## src/rtl/des_expand_keymix_if.sv

```systemverilog
// Handshake bundle for des_expand_keymix: word in (R, K, mix_en),
// S-box group beats out.
interface des_expand_keymix_if #(
    parameter int GROUPS_PER_BEAT = 2
);
    localparam int W = 6 * GROUPS_PER_BEAT;

    logic          in_valid;
    logic          in_ready;
    logic [31:0]   r_in;
    logic [47:0]   subkey;
    logic          mix_en;
    logic          out_valid;
    logic          out_ready;
    logic [W-1:0]  out_data;
    logic [2:0]    out_group_idx;
    logic          out_last;

    modport master (
        output in_valid, r_in, subkey, mix_en, out_ready,
        input  in_ready, out_valid, out_data, out_group_idx, out_last
    );

    modport slave (
        input  in_valid, r_in, subkey, mix_en, out_ready,
        output in_ready, out_valid, out_data, out_group_idx, out_last
    );
endinterface

```

## src/rtl/des_expand_keymix.sv

```systemverilog
// DES E-expansion with optional subkey XOR, streamed out as 6-bit
// S-box groups, GROUPS_PER_BEAT groups per beat.
module des_expand_keymix #(
    parameter int GROUPS_PER_BEAT = 2
) (
    input logic                clk,
    input logic                rst,
    des_expand_keymix_if.slave bus
);
    localparam int BEATS = 8 / GROUPS_PER_BEAT;
    localparam int W     = 6 * GROUPS_PER_BEAT;

    generate
        if (GROUPS_PER_BEAT != 1 && GROUPS_PER_BEAT != 2 &&
            GROUPS_PER_BEAT != 4 && GROUPS_PER_BEAT != 8) begin : g_bad_g
            $error("GROUPS_PER_BEAT must be 1, 2, 4 or 8");
        end
    endgenerate

    typedef enum logic {
        S_IDLE,
        S_SEND
    } state_t;

    state_t      r_state;
    state_t      w_next;
    logic [2:0]  r_beat;
    logic [47:0] r_shreg;
    logic [47:0] w_exp;
    logic [47:0] w_word;
    logic [2:0]  w_idx;
    logic        w_send;
    logic        w_last;
    logic        w_ready;
    logic        w_cap;
    logic        w_shift;

    // Each group takes its own nibble plus the neighbouring bit on either side.
    always_comb begin
        w_exp = '0;
        for (int g = 0; g < 8; g++) begin
            w_exp[6'(47 - 6 * g) -: 6] = {
                bus.r_in[5'(4 * g + 31)],
                bus.r_in[5'(4 * g)],
                bus.r_in[5'(4 * g + 1)],
                bus.r_in[5'(4 * g + 2)],
                bus.r_in[5'(4 * g + 3)],
                bus.r_in[5'(4 * g + 4)]
            };
        end
    end

    assign w_word = w_exp ^ (bus.mix_en ? bus.subkey : 48'h0);
    assign w_send = (r_state == S_SEND) && !rst;
    assign w_last = w_send && (r_beat == 3'(BEATS - 1));
    assign w_idx  = 3'(GROUPS_PER_BEAT * int'(r_beat));

    always_comb begin
        w_next  = r_state;
        w_ready = 1'b0;
        w_cap   = 1'b0;
        w_shift = 1'b0;
        unique case (r_state)
            S_IDLE: begin
                w_ready = 1'b1;
                if (bus.in_valid) begin
                    w_cap  = 1'b1;
                    w_next = S_SEND;
                end
            end
            S_SEND: begin
                if (bus.out_ready) begin
                    if (!w_last) begin
                        w_shift = 1'b1;
                    end else begin
                        w_ready = 1'b1;
                        if (bus.in_valid) w_cap = 1'b1;
                        else              w_next = S_IDLE;
                    end
                end
            end
        endcase
    end

    always_ff @(posedge clk) begin
        if (rst) begin
            r_state <= S_IDLE;
            r_beat  <= 3'd0;
            r_shreg <= 48'h0;
        end else begin
            r_state <= w_next;
            if (w_cap) begin
                r_shreg <= w_word;
                r_beat  <= 3'd0;
            end else if (w_shift) begin
                r_shreg <= r_shreg << W;
                r_beat  <= r_beat + 3'd1;
            end
        end
    end

    assign bus.in_ready      = w_ready && !rst;
    assign bus.out_valid     = w_send;
    assign bus.out_data      = w_send ? r_shreg[47 -: W] : '0;
    assign bus.out_group_idx = w_send ? w_idx : 3'd0;
    assign bus.out_last      = w_last;
endmodule

```

## src/flat_wrapper.sv

```systemverilog
// flat-port wrapper written by rule: the top's interface ports become plain ports
module des_expand_keymix_flat 
#(
    parameter int GROUPS_PER_BEAT = 2
)
  (clk, rst, bus_in_valid, bus_r_in, bus_subkey, bus_mix_en, bus_out_ready, bus_in_ready, bus_out_valid, bus_out_data, bus_out_group_idx, bus_out_last);
  des_expand_keymix_if #(.GROUPS_PER_BEAT(GROUPS_PER_BEAT)) bus_i ();
  input logic clk;
  input logic rst;
  input wire logic [$bits(bus_i.in_valid)-1:0] bus_in_valid;
  input wire logic [$bits(bus_i.r_in)-1:0] bus_r_in;
  input wire logic [$bits(bus_i.subkey)-1:0] bus_subkey;
  input wire logic [$bits(bus_i.mix_en)-1:0] bus_mix_en;
  input wire logic [$bits(bus_i.out_ready)-1:0] bus_out_ready;
  output wire logic [$bits(bus_i.in_ready)-1:0] bus_in_ready;
  output wire logic [$bits(bus_i.out_valid)-1:0] bus_out_valid;
  output wire logic [$bits(bus_i.out_data)-1:0] bus_out_data;
  output wire logic [$bits(bus_i.out_group_idx)-1:0] bus_out_group_idx;
  output wire logic [$bits(bus_i.out_last)-1:0] bus_out_last;
  assign bus_i.in_valid = bus_in_valid;
  assign bus_i.r_in = bus_r_in;
  assign bus_i.subkey = bus_subkey;
  assign bus_i.mix_en = bus_mix_en;
  assign bus_i.out_ready = bus_out_ready;
  assign bus_in_ready = bus_i.in_ready;
  assign bus_out_valid = bus_i.out_valid;
  assign bus_out_data = bus_i.out_data;
  assign bus_out_group_idx = bus_i.out_group_idx;
  assign bus_out_last = bus_i.out_last;
  des_expand_keymix #(.GROUPS_PER_BEAT(GROUPS_PER_BEAT)) u_core (.clk(clk), .rst(rst), .bus(bus_i));
endmodule
```

## config.mk

```make
export PLATFORM = sky130hd
export DESIGN_NAME = des_expand_keymix_flat
export DESIGN_NICKNAME = d
export VERILOG_FILES = /design/src/rtl/des_expand_keymix_if.sv /design/src/rtl/des_expand_keymix.sv /design/src/flat_wrapper.sv
export SDC_FILE = /design/constraint.sdc
export NUM_CORES = 1
export LEC_CHECK = 0
export ABC_AREA = 0
export BUFFER_PORTS_ARGS = -buffer_cell sky130_fd_sc_hd__buf_2
export CORE_MARGIN = 1
export CORE_UTILIZATION = 43
export DETAILED_ROUTE_END_ITERATION = 8
export MAX_ROUTING_LAYER = met4
export PLACE_DENSITY = 0.83
export SLEW_MARGIN = 40
export SYNTH_ARGS = -nofsm -noshare
export SYNTH_HDL_FRONTEND = slang
export SYNTH_SLANG_ARGS = --single-unit
```

## constraint.sdc

```tcl
create_clock -name clk -period 3.92 [get_ports clk]
set_clock_uncertainty 0.1 [all_clocks]
set_input_delay 0.784 -clock clk [delete_from_list [all_inputs] [get_ports clk]]
set_output_delay 0.784 -clock clk [all_outputs]
set_load 0.01 [all_outputs]
```

# Word level (Yosys, flattened, before mapping)
# Cells that the tools add are included.
# totals
out_inout_bits	18
ff_bits	52
# classes
add_sub_neg	1
n_eq_ne	1
reduce_logical	6
muxes	18
bitwise	2
# op_table
cell	n
48-bit two-way mux	3
30-bit by 48-bit XOR with 48-bit output	1
12-bit two-way mux	1
1-bit two-way mux	10
1-bit one-hot mux with 2 select lines	3
3-bit by 1-bit adder with 3-bit output, second input constant	1
3-bit by 2-bit == test with 1-bit output, second input constant	1
1-bit logical AND	3
3-bit two-way mux	1
2-bit nonzero test	1
2-bit OR reduction	1
1-bit logical NOT	1
1-bit inverter	1

# Depth between registers and ports, before layout
# Gate-level depths: netlist of run 1.
# logic_depth
depth_word	8
ltp_mapped	7

# Worst setup path after synthesis of run 1
# No wires, ideal clock.
# synth_timing
path_type	input to output
from	input rst
to	output bus_out_data[10]
stages	4
arrival_time_ns	1.602
path_slack_ns	1.434
path_cell_list	or2b_1 inv_1 clkbuf_1 and2_1
# synth_between
elab_chain_cells	3
# synth_rtl
element	line	source
from (decl)	flat_wrapper.sv:9	input logic rst;
1-bit logical NOT	des_expand_keymix.sv:54	assign w_send = (r_state == S_SEND) && !rst;
1-bit logical AND	des_expand_keymix.sv:54	
via bus_out_valid	flat_wrapper.sv:16	output wire logic [$bits(bus_i.out_valid)-1:0] bus_out_valid;
12-bit two-way mux	des_expand_keymix.sv:104	assign bus.out_data = w_send ? r_shreg[47 -: W] : '0;
to (decl)	flat_wrapper.sv:17	output wire logic [$bits(bus_i.out_data)-1:0] bus_out_data;
# The timed path passes the listed nets, and every way through them passes these cells.

# Worst setup path after layout of run 1
# layout_timing
from	input rst
to	output bus_out_data[4]
# layout_between
elab_chain_cells	3
# layout_rtl
element	line
1-bit logical NOT	des_expand_keymix.sv:54
1-bit logical AND	des_expand_keymix.sv:54
12-bit two-way mux	des_expand_keymix.sv:104
# Every way passes these cells.

==> impl_results.md, run 1 <==
- Outcome: completed
- Hold path start: u_core.r_shreg[27]$_SDFFE_PP0P_
- CP bufs+invs: 3
- Vias per inst: 5.05
- R2r endpoint: u_core.r_shreg[33]$_SDFFE_PP0P_
- Fmax: between 300 and 400 MHz
- Crit path DAT: about 1.9 ns
- Share of cells above drive strength 1: 32.1%
- Area grow syn2layout: 23.3%
- Yosys warns: 0
- Num rows: 20
- RSZ-0062 raised after global routing: no
- Commonest non-fill, non-tap cell in the layout: buf_2
- Slowest-stage cell, CP: inv_1
- Hold Vio Cnt, Final: 0
- Setup violators final: 0
- Yosys top cell area share: 43.5%
- Post-synthesis cell area: 1430 µm²
- R2R setup slack: 1.86 ns
- TritonCTS Sinks: 31
- Number of global-route vias before repair: 1049
- Hold-fix buffers at CTS: 0
- Hold crit path type: register to register
- CTS tree: yes
- Combinational Power Share: a little under an eighth
- Die area: roughly 3500 µm²
- Final #Nets: 283
- Max Root-Sink Buffers: 2
- Root buf cell: clkbuf_4
- Inst Count DP: 233
- Switching Share: between 20% and 30%
- Post-cts resize count: 0
- Max VDD drop: 0.235 mV
- Slew Limit Headroom: 57.0%
- Port bufs: 52
- Routability cong.: 0.730
- Min-Delay Path Depth: 1
- Crit start category: primary input
- Tot Pwr: about 0.59 mW
- CP endpoint kind: primary output
- #FFs+latches synth: 31
- Sequential share of power: roughly 57%
- Syn_nets: around 230
- First-pass DRT Iterations: 4
- WS Path Type: primary input to primary output
- CP cell instances: buf_2, or2b_1, inv_1, and2_1, buf_2
- Starting Density: 45.9%
- Residual DRC: 0
- Synth Flop Type: dfxtp_1
- Initial antenna violation count: 0
- Most repeated library cell on the critical path: buf_2
- Worst r2r src: u_core.r_beat[0]$_SDFFE_PP0P_
- Min Hold Slack: 0.365 ns
- Clock power frac: between 30% and 40%
- Crit-path max cell delay: 0.32 ns
- Largest cells by area after synthesis: dfxtp_1 (44%), and2_1 (12%), a221o_1 (9.1%)
- First-pass GRT wire length: 4510 µm
- Final period util: between 70% and 80%
- Register area share after synthesis: ~44%
- Leak Pwr: ~0.8 nW
- Total Routing Usage GR: between 10% and 20%
- Hold Path Sink: u_core.r_shreg[27]$_SDFFE_PP0P_
- Via Count: 1211
- Number of synthesized flops with an enable pin: 0
- Syn Inst Count: about 150
- Internal Power: 0.445 mW
- Pin count of the biggest net entering global routing: 19
- Pin slew with the least headroom to its limit: between 0.6 and 0.7 ns
- GRT overflow: 0
- WL final: 2900 µm
- Final TNS setup: 0 ns
- Clk pin slew, worst setup/hold paths: around 0.09 ns
- ANT nets after route: 0
- Finished Layout Cells: 240
- IO Count: roughly 100
- Post-synth cell types: 30
- Max Slew Vio Count: 0
- Detailed placer's ending HPWL: approximately 2100 µm
- Max-Cap Viols: 0
- Mean Syn Cell Area: between 9 and 10 µm²
- Largest fanout on the critical path: 16
- FILL cells: 293
- Crit path time final: between 2 and 3 ns
- Post-CTS Repair Setup Buffers: 0
- Commonest cells after routing, fill and taps aside: buf_2 (52), dfxtp_1 (31), and2_1 (27)
- Core ar.: 3100 µm²
- Worst reg-to-reg path cell count: 6
- Worst path top cell family by delay: buffers and inverters
- WL/cell: 12.1 µm
- ANT cells: 0
- Req. time, crit path: 3.04 ns
- Switch Pwr: 0.147 mW
- Power Density: roughly 340 nW/µm²
- Worst-skew pair later-pin latency: 0.33 ns
- DRT iter0 DRCs: 30
- Area leader, netlist: dfxtp_1
- CTS Buf Count: 5
- Ys async rst share: 0%
- Die H: 59.6 µm
- H-tree levels: 2
- Die W: 59.6 µm
[stage by stage]
step           util (%)  setup slack (ns)  cell area [µm²]
2_1_floorplan         -              1.43             1430
3_3_place_gp       54.4              1.22             1690
3_5_place_dp       54.8              1.16             1700
4_1_cts            56.6              1.16             1760
5_1_grt            56.6              1.08             1760
6_report           56.6              1.17             1760
[power groups by stage]
stage                     clock network [mW]  logic [mW]  registers, mW
after global routing                   0.204      0.0792          0.337
after detailed placement                   0      0.0709          0.342
after CTS                              0.191      0.0713          0.335
after global placement                     0      0.0680          0.342
after floorplan                            0      0.0420          0.340
final                                  0.187      0.0705          0.335
[cells in the mapped netlist (2+ instances only)]
cell type  instances
nand2_1            9
clkbuf_1           5
a22o_1             5
or3_1              2
buf_6              2
o21ai_0            5
xor2_1             7
ha_1               2
nor2b_1            4
and2_1            27
inv_1              3
buf_2              2
o2bb2ai_1          7
nor2_1             3
a21oi_1            5
a221o_1           13
or3b_1             2
dfxtp_1           31
[routing by layer]
metal	GRT usage [%]	routed length [µm]	up-vias
li1	-	-	619
met1	21.5	1290	544
met2	26.6	1370	41
met3	5.46	179	7
met4	10.6	66	0
met5	-	0	-
[sequential cells by signal, summed over array words and instances, names as in the netlist]
signal and cells:
u_core.r_shreg 27, u_core.r_state 1, u_core.r_beat 3
[area by class of cell]
type | instances | area [µm²] | share of cell area, %
Multi-Input combinational cell | 102 | 746 | 42.5
Sequential cell | 31 | 621 | 35.3
Timing Repair Buffer | 53 | 268 | 15.2
Tap cell | 44 | 55.1 | 3.13
Clock buffer | 6 | 51.3 | 2.92
Inverter | 3 | 11.3 | 0.641
Clock inverter | 1 | 5.00 | 0.285
[cells by family after synthesis]
logic type | share of synthesized area (%)
xor gates and xnor gates | 4.30
buffers and inverters | 4.92
adders and majority gates | 1.76
AOI/OAI and AO/OA | 23.4
DFF | 43.5
and+or+nand+nor | 21.9
other | 0.263
[how the worst max path moves through the flow]
stage | depth (start not counted) | to | from | slack (ns)
5_1_grt | 5 | bus_out_data[4] | rst | 1.08
3_3_place_gp | 5 | bus_out_data[4] | rst | 1.22
6_report | 5 | bus_out_data[4] | rst | 1.17
4_1_cts | 5 | bus_out_data[4] | rst | 1.16
3_5_place_dp | 5 | bus_out_data[4] | rst | 1.16
2_1_floorplan | 4 | bus_out_data[10] | rst | 1.43
Power figures use the tool's default switching activity.
==> run 2, diff against run 1 <==
- ABC_AREA: 0 -> 1
- PLACE_DENSITY: 0.83 -> 0.78
- clock period: 3.92 -> 2.82 ns (I/O delays scaled with it)
==> impl_results.md, run 2 <==
- Commonest non-fill, non-tap cell in the layout: nand2_1
- Total Routing Usage GR: 19.5% (+1.5 points)
- Worst path top cell family by delay: buffers and inverters
- WS Path Type: register to primary output
- Crit start category: register
- Starting Density: 46.3% (+0.32 points)
- WL/cell: 10.4 µm (-14%)
- Crit path time final: 2.31 ns
- CTS Buf Count: 5 (unchanged)
- Largest cells by area after synthesis: dfxtp_1 (36%), nand2_1 (13%), nand3_1 (12%)
- First-pass DRT Iterations: 4 (unchanged)
- Power Density: 452 nW/µm² (+34%)
- Detailed placer's ending HPWL: 2660 µm (+26%)
- Commonest cells after routing, fill and taps aside: nand2_1 (61), buf_2 (52), inv_1 (46)
- Most repeated library cell on the critical path: ha_1
- Fmax: 434 MHz
- Die area: 4320 µm² (+22%)
- Ys async rst share: 0% (unchanged)
- CTS tree: yes
- Share of cells above drive strength 1: 22.5% (-9.7 points)
- Post-cts resize count: 0 (unchanged)
- Hold Vio Cnt, Final: 0 (unchanged)
- Post-CTS Repair Setup Buffers: 0 (unchanged)
- ANT cells: 0 (unchanged)
- GRT overflow: 0 (unchanged)
- Worst-skew pair later-pin latency: 0.28 ns (-0.05 ns)
- Final period util: a little over 80%
- Finished Layout Cells: 364 (+52%)
- Max Slew Vio Count: 0 (unchanged)
- Slowest-stage cell, CP: dfxtp_1
- Final instance area: 2100 µm² (+19%)
- TritonCTS Sinks: 31 (unchanged)
- ANT nets after route: 0 (unchanged)
- Post-synthesis cell area: 1740 µm² (+22%)
- Final TNS setup: 0 ns (unchanged)
- IO Count: 103 (unchanged)
- Max VDD drop: 0.266 mV (+13%)
- Req. time, crit path: 2.16 ns (-0.88 ns)
- Count leader, synth: nand2_1
- Root buf cell: clkbuf_8
- Leak Pwr: 1.12 nW (+39%)
- Hold-fix buffers at CTS: 0 (unchanged)
- RSZ-0062 raised after global routing: no
- Post-synth cell types: 22 (-27%)
- Inst Count DP: 356 (+53%)
- Max Root-Sink Buffers: 2 (unchanged)
- Final #Nets: 402 (+42%)
- Syn Inst Count: 268 (+84%)
- CP cell instances: ha_1, ha_1, inv_2, o21ai_4, buf_4, nand3_1, inv_1, buf_2
- Routability cong.: 0.773 (+5.9%)
- Outcome: completed
- Hold crit path type: register to register
- Placed instance area: 2020 µm² (+19%)
- Area grow syn2layout: 20.3%
- Die H: 65.7 µm (+10%)
- Num rows: 22 (+10%)
- Via Count: 1723 (+42%)
- Initial antenna violation count: 0 (unchanged)
- Crit path DAT: 1.64 ns (-0.22 ns)
- Yosys top cell area share: 35.6% (-8.0 points)
- CP endpoint kind: primary output
- Setup violators final: 0 (unchanged)
- Max-Cap Viols: 0 (unchanged)
- Clk pin slew, worst setup/hold paths: 0.06 ns (-0.03 ns)
- Mean Syn Cell Area: 6.51 µm² (-33%)
- DRT iter0 DRCs: 85 (+180%)
- Largest fanout on the critical path: 14 (-2)
- Area leader, netlist: dfxtp_1
- Register area share after synthesis: 35.6% (-8.0 points)
- Number of global-route vias before repair: 1474 (+41%)
- Post-synth top cells: nand2_1 (61), inv_1 (46), nand3_1 (43)
- Largest Register: u_core.r_shreg
- First-pass GRT wire length: 6220 µm (+38%)
- Syn_nets: 355 (+52%)
- Core ar.: 3770 µm² (+22%)
- Port bufs: 52 (unchanged)
- Max reg flops: 27 (unchanged)
- Number of synthesized flops with an enable pin: 0 (unchanged)
- R2R setup slack: 0.96 ns (-0.90 ns)
- CP bufs+invs: 4 (+1)
- Crit-path max cell delay: 0.35 ns (+0.03 ns)
- WL final: 3770 µm (+30%)
- Residual DRC: 0 (unchanged)
- H-tree levels: 2 (unchanged)
- Largest regs: u_core.r_shreg: 27 flops, u_core.r_beat: 3 flops, u_core.r_state: 1 flops
- Yosys warns: 0 (unchanged)
- Vias per inst: 4.73 (-6.2%)
- Synth Flop Type: dfxtp_1
- #FFs+latches synth: 31 (unchanged)
- Die W: 65.7 µm (+10%)
- Pin count of the biggest net entering global routing: 32 (+13)
-- run 2: changes by cell type in the layout (fill, tap and decap cells not counted), moves of 11 or more --
cell / before / now
nand2_1: 9 / 61
nor2_1: 3 / 14
a221o_1: 13 / 0
inv_1: 3 / 46
nand3_1: 0 / 43
nand4_1: 0 / 13
a21oi_1: 5 / 17
and2_1: 27 / 0
-- run 2: cell families (layout without fill, tap and decap cells) --
kind of cell | after synthesis | count (layout) | share of synthesized area (%)
compound gates | 19 | 19 | 6.10
xor+xnor | 7 | 7 | 3.52
fa+ha+maj | 2 | 2 | 1.43
buf+inv | 66 | 114 | 15.4
flops | 31 | 31 | 35.6
other cells | 1 | 1 | 0.215
simple gates | 142 | 142 | 37.7
-- run 2: path summary, 6_finish.rpt --
check / cells past startpoint / start / end
worst max-delay path: 8 / u_core.r_beat[0]$_SDFFE_PP0P_ / bus_in_ready
worst min-delay path: 2 / u_core.r_shreg[0]$_SDFFE_PP0P_ / u_core.r_shreg[12]$_SDFFE_PP0P_
worst max register to register: 10 / u_core.r_beat[0]$_SDFFE_PP0P_ / u_core.r_shreg[41]$_SDFFE_PP0P_
worst min register to register: 2 / u_core.r_shreg[0]$_SDFFE_PP0P_ / u_core.r_shreg[12]$_SDFFE_PP0P_
-- run 2: metrics by stage --
| step | setup slack [ns] | hold WS, ns | utilization (%) | power [mW] |
|---|---|---|---|---|
| finish | 0.515 | 0.361 | 55.6 | 0.949 |
| CTS | 0.502 | 0.361 | 55.6 | 0.956 |
| floorplan | 0.810 | 0.339 | - | 0.579 |
| global placement | 0.668 | 0.347 | 53.5 | 0.628 |
| detailed placement | 0.643 | 0.353 | 53.5 | 0.631 |
| global route | 0.412 | 0.373 | 55.6 | 1.00 |
-- run 2: final cells by class --
type,instances,area [µm²]
fill,373,1670
timing repair buffer,57,298
clock buffer,7,76.3
sequential,31,621
multi-input combinational,171,855
tap,48,60.1
clock inverter,1,5.00
inverter,49,184
-- run 2: worst min-delay path, stage by stage, from the launching register on --
cell	delay [ns]
dfxtp_1	0.31
nand2_1	0.06
a21oi_1	0.05
-- run 2: power breakdown --
group | leakage, nW | switching [mW] | total, mW | internal (mW)
Clock | 0.0422 | 0.156 | 0.329 | 0.173
Sequential | 0.252 | 0.0111 | 0.468 | 0.457
Combinational | 0.828 | 0.0927 | 0.152 | 0.0591
-- run 2: layer usage --
metal	GRT usage, %	wire (µm)	part of all wire (%)
met1	23.9	1800	48
met2	30.4	1690	45
met3	5.73	245	6.5
met4	6.52	36	0.95
met5	-	0	0
==> run 3, diff against run 2 <==
- CORE_UTILIZATION: 43 -> 39
- PLACE_DENSITY: 0.78 -> 0.75
- clock period: 2.82 -> 1.8 ns (I/O delays scaled with it)
==> impl_results.md, run 3 (same netlist as run 2, synthesis figures left out) <==
- Hold Vio Cnt, Final: 0 (unchanged)
- IO Count: 103 (unchanged)
- WL final: 4160 µm (+10%)
- ANT nets after route: 0 (unchanged)
- CP endpoint kind: primary output
- Port bufs: 52 (unchanged)
- Clk pin slew, worst setup/hold paths: 0.06 ns (about the same)
- Largest regs: u_core.r_shreg: 27 flops, u_core.r_beat: 3 flops, u_core.r_state: 1 flops
- Final period util: 98.2%
- Hold Path Sink: u_core.r_shreg[30]$_SDFFE_PP0P_
- Pin count of the biggest net entering global routing: 18 (-44%)
- Num rows: 23 (+4.5%)
- Initial antenna violation count: 0 (unchanged)
- Residual DRC: 0 (unchanged)
- Fmax: 566 MHz
- Finished Layout Cells: 379 (+4.1%)
- Share of cells above drive strength 1: 27.7% (+5.2 points)
- Met1 Usage GRT: 24.4% (+0.51 points)
- Area grow syn2layout: 29.1%
- Gr busiest metal: met2
- Via Count: 1827 (+6.0%)
- Worst reg-to-reg path cell count: 9 (-1)
- H-tree levels: 2 (unchanged)
- Outcome: completed
- Inst Count DP: 367 (+3.1%)
- Crit start category: register
- RSZ-0062 raised after global routing: yes
- Met3 Usage GRT: 3.45% (-2.3 points)
- Worst-skew pair later-pin latency: 0.28 ns (about the same)
- Number of global-route vias before repair: 1469 (-0.34%)
- Commonest non-fill, non-tap cell in the layout: nand2_1
- Detailed placer's ending HPWL: 2900 µm (+8.9%)
- First-pass GRT wire length: 6510 µm (+4.7%)
- GRT overflow: 0 (unchanged)
- Crit-path max cell delay: 0.35 ns (about the same)
- Die area: 4740 µm² (+9.9%)
- M2 GR Usage: 29.4% (-0.99 points)
- Power Density: 678 nW/µm² (+50%)
- CTS tree: yes
- Crit path DAT: 1.31 ns (-0.33 ns)
- CTS Buf Count: 5 (unchanged)
- Max-Cap Viols: 0 (unchanged)
- WL/cell: 11.0 µm (+5.9%)
- Die H: 68.9 µm (+4.8%)
- Max Slew Vio Count: 0 (unchanged)
- Largest Register: u_core.r_shreg
- ANT cells: 0 (unchanged)
- Slowest-stage cell, CP: dfxtp_2
- Vias per inst: 4.82 (+1.8%)
- Max VDD drop: 0.358 mV (+34%)
- R2R setup slack: 0.12 ns (-0.84 ns)
- First-pass DRT Iterations: 4 (unchanged)
- DRT iter0 DRCs: 136 (+60%)
- Max Root-Sink Buffers: 2 (unchanged)
- Core Util, Final: 54.3% (-1.3 points)
- Routability cong.: 0.812 (+5.1%)
- FILL cells: 434 (+16%)
- Min-Delay Path Depth: 3 (+1)
- Worst r2r src: u_core.r_beat[0]$_SDFFE_PP0P_
- Root buf cell: clkbuf_8
- Placed instance area: 2090 µm² (+3.5%)
- R2r endpoint: u_core.r_shreg[29]$_SDFFE_PP0P_
- Largest fanout on the critical path: 2 (-12)
- Hold crit path type: primary input to register
- Max reg flops: 27 (unchanged)
- Leak Pwr: 1.19 nW (+5.7%)
- Core ar.: 4140 µm² (+9.9%)
- Most repeated library cell on the critical path: ha_4
- Final #Nets: 415 (+3.2%)
- Crit path time final: around 1.8 ns
- Commonest cells after routing, fill and taps aside: nand2_1 (61), buf_2 (52), inv_1 (45)
- Req. time, crit path: 1.34 ns (-0.82 ns)
- Total Routing Usage GR: 19.3% (-0.20 points)
- Die W: 68.9 µm (+4.8%)
- Starting Density: 42.1% (-4.2 points)
- TritonCTS Sinks: 31 (unchanged)
- Hold path start: bus_subkey[30]
- Setup violators final: 0 (unchanged)
- CP cell instances: ha_4, ha_4, inv_2, o21ai_4, nand3_2, inv_1, buf_2
- Final instance area: 2250 µm² (+7.3%)
- WS Path Type: register to primary output
-- run 3: cell types whose count changed in the layout (fill, tap and decap cells not counted), moves of 2 or more --
cell	delta
buf_4	+11
buf_6	+2
dfxtp_1	-2
dfxtp_2	+2
ha_1	-2
ha_4	+2
-- run 3: layout make-up --
type | count | area (µm²) | share of cell area, %
clock buffers | 7 | 76.3 | 3.39
repair buffers | 70 | 403 | 17.9
well taps | 50 | 62.6 | 2.78
multi-input cells | 171 | 896 | 39.8
inverters | 49 | 186 | 8.28
flip-flops and latches | 31 | 623 | 27.7
clock inverters | 1 | 5.00 | 0.222
-- run 3: per-stage QoR --
| step | TNS [ns] | worst slack [ns] | power, mW | hold slack [ns] |
|---|---|---|---|---|
| final | 0 | 0.0319 | 1.53 | 0.242 |
| after global routing | -0.0541 | -0.0541 | 1.61 | 0.240 |
| after CTS | 0 | 0.0114 | 1.53 | 0.237 |
| after detailed placement | 0 | 0.0704 | 1.01 | 0.355 |
| after global placement | 0 | 0.0956 | 1.00 | 0.347 |
| after floorplan | 0 | 0.0889 | 0.908 | 0.329 |
-- run 3: worst max-delay path by stage --
stage                                      endpoint  cells past startpoint                           from  slack (ns)
floorplan                              bus_in_ready                      7  u_core.r_beat[0]$_SDFFE_PP0P_        0.09
global placement    u_core.r_shreg[26]$_SDFFE_PP0P_                      8  u_core.r_beat[0]$_SDFFE_PP0P_         0.1
detailed placement   u_core.r_shreg[0]$_SDFFE_PP0P_                      8  u_core.r_beat[1]$_SDFFE_PP0P_        0.07
CTS                                    bus_in_ready                      7  u_core.r_beat[0]$_SDFFE_PP0P_        0.01
global route                           bus_in_ready                      7  u_core.r_beat[0]$_SDFFE_PP0P_       -0.05
finish                                 bus_in_ready                      7  u_core.r_beat[0]$_SDFFE_PP0P_        0.03
-- run 3: what timing repair did --
| action | CTS | global route |
|---|---|---|
| hold buffers | 0 | 0 |
| endpoints found under the setup margin | 1 | 17 |
| pin swaps | 2 | 1 |
| buffers inserted | 4 | 0 |
| gates resized for setup | 7 | 7 |
-- run 3: report_power, final --
part / internal (mW) / switching (mW) / total (mW)
clock: 0.271 / 0.249 / 0.520
sequential: 0.716 / 0.0151 / 0.731
combinational: 0.116 / 0.160 / 0.276
-- run 3: layer usage --
metal	up-vias	part of all wire (%)
met1	794	45
met4	0	1.9
met5	-	0
met3	9	7.0
met2	72	46
li1	952	-
-- run 3: worst max-delay path: cells and delay by family, from the launching register on --
family | cells | cell delay (ns)
AO/OA/AOI/OAI | 1 | 0.13
adder cells (fa/ha/maj) | 2 | 0.27
buffers and inverters | 3 | 0.21
flip-flops | 1 | 0.35
AND/OR/NAND/NOR | 1 | 0.07
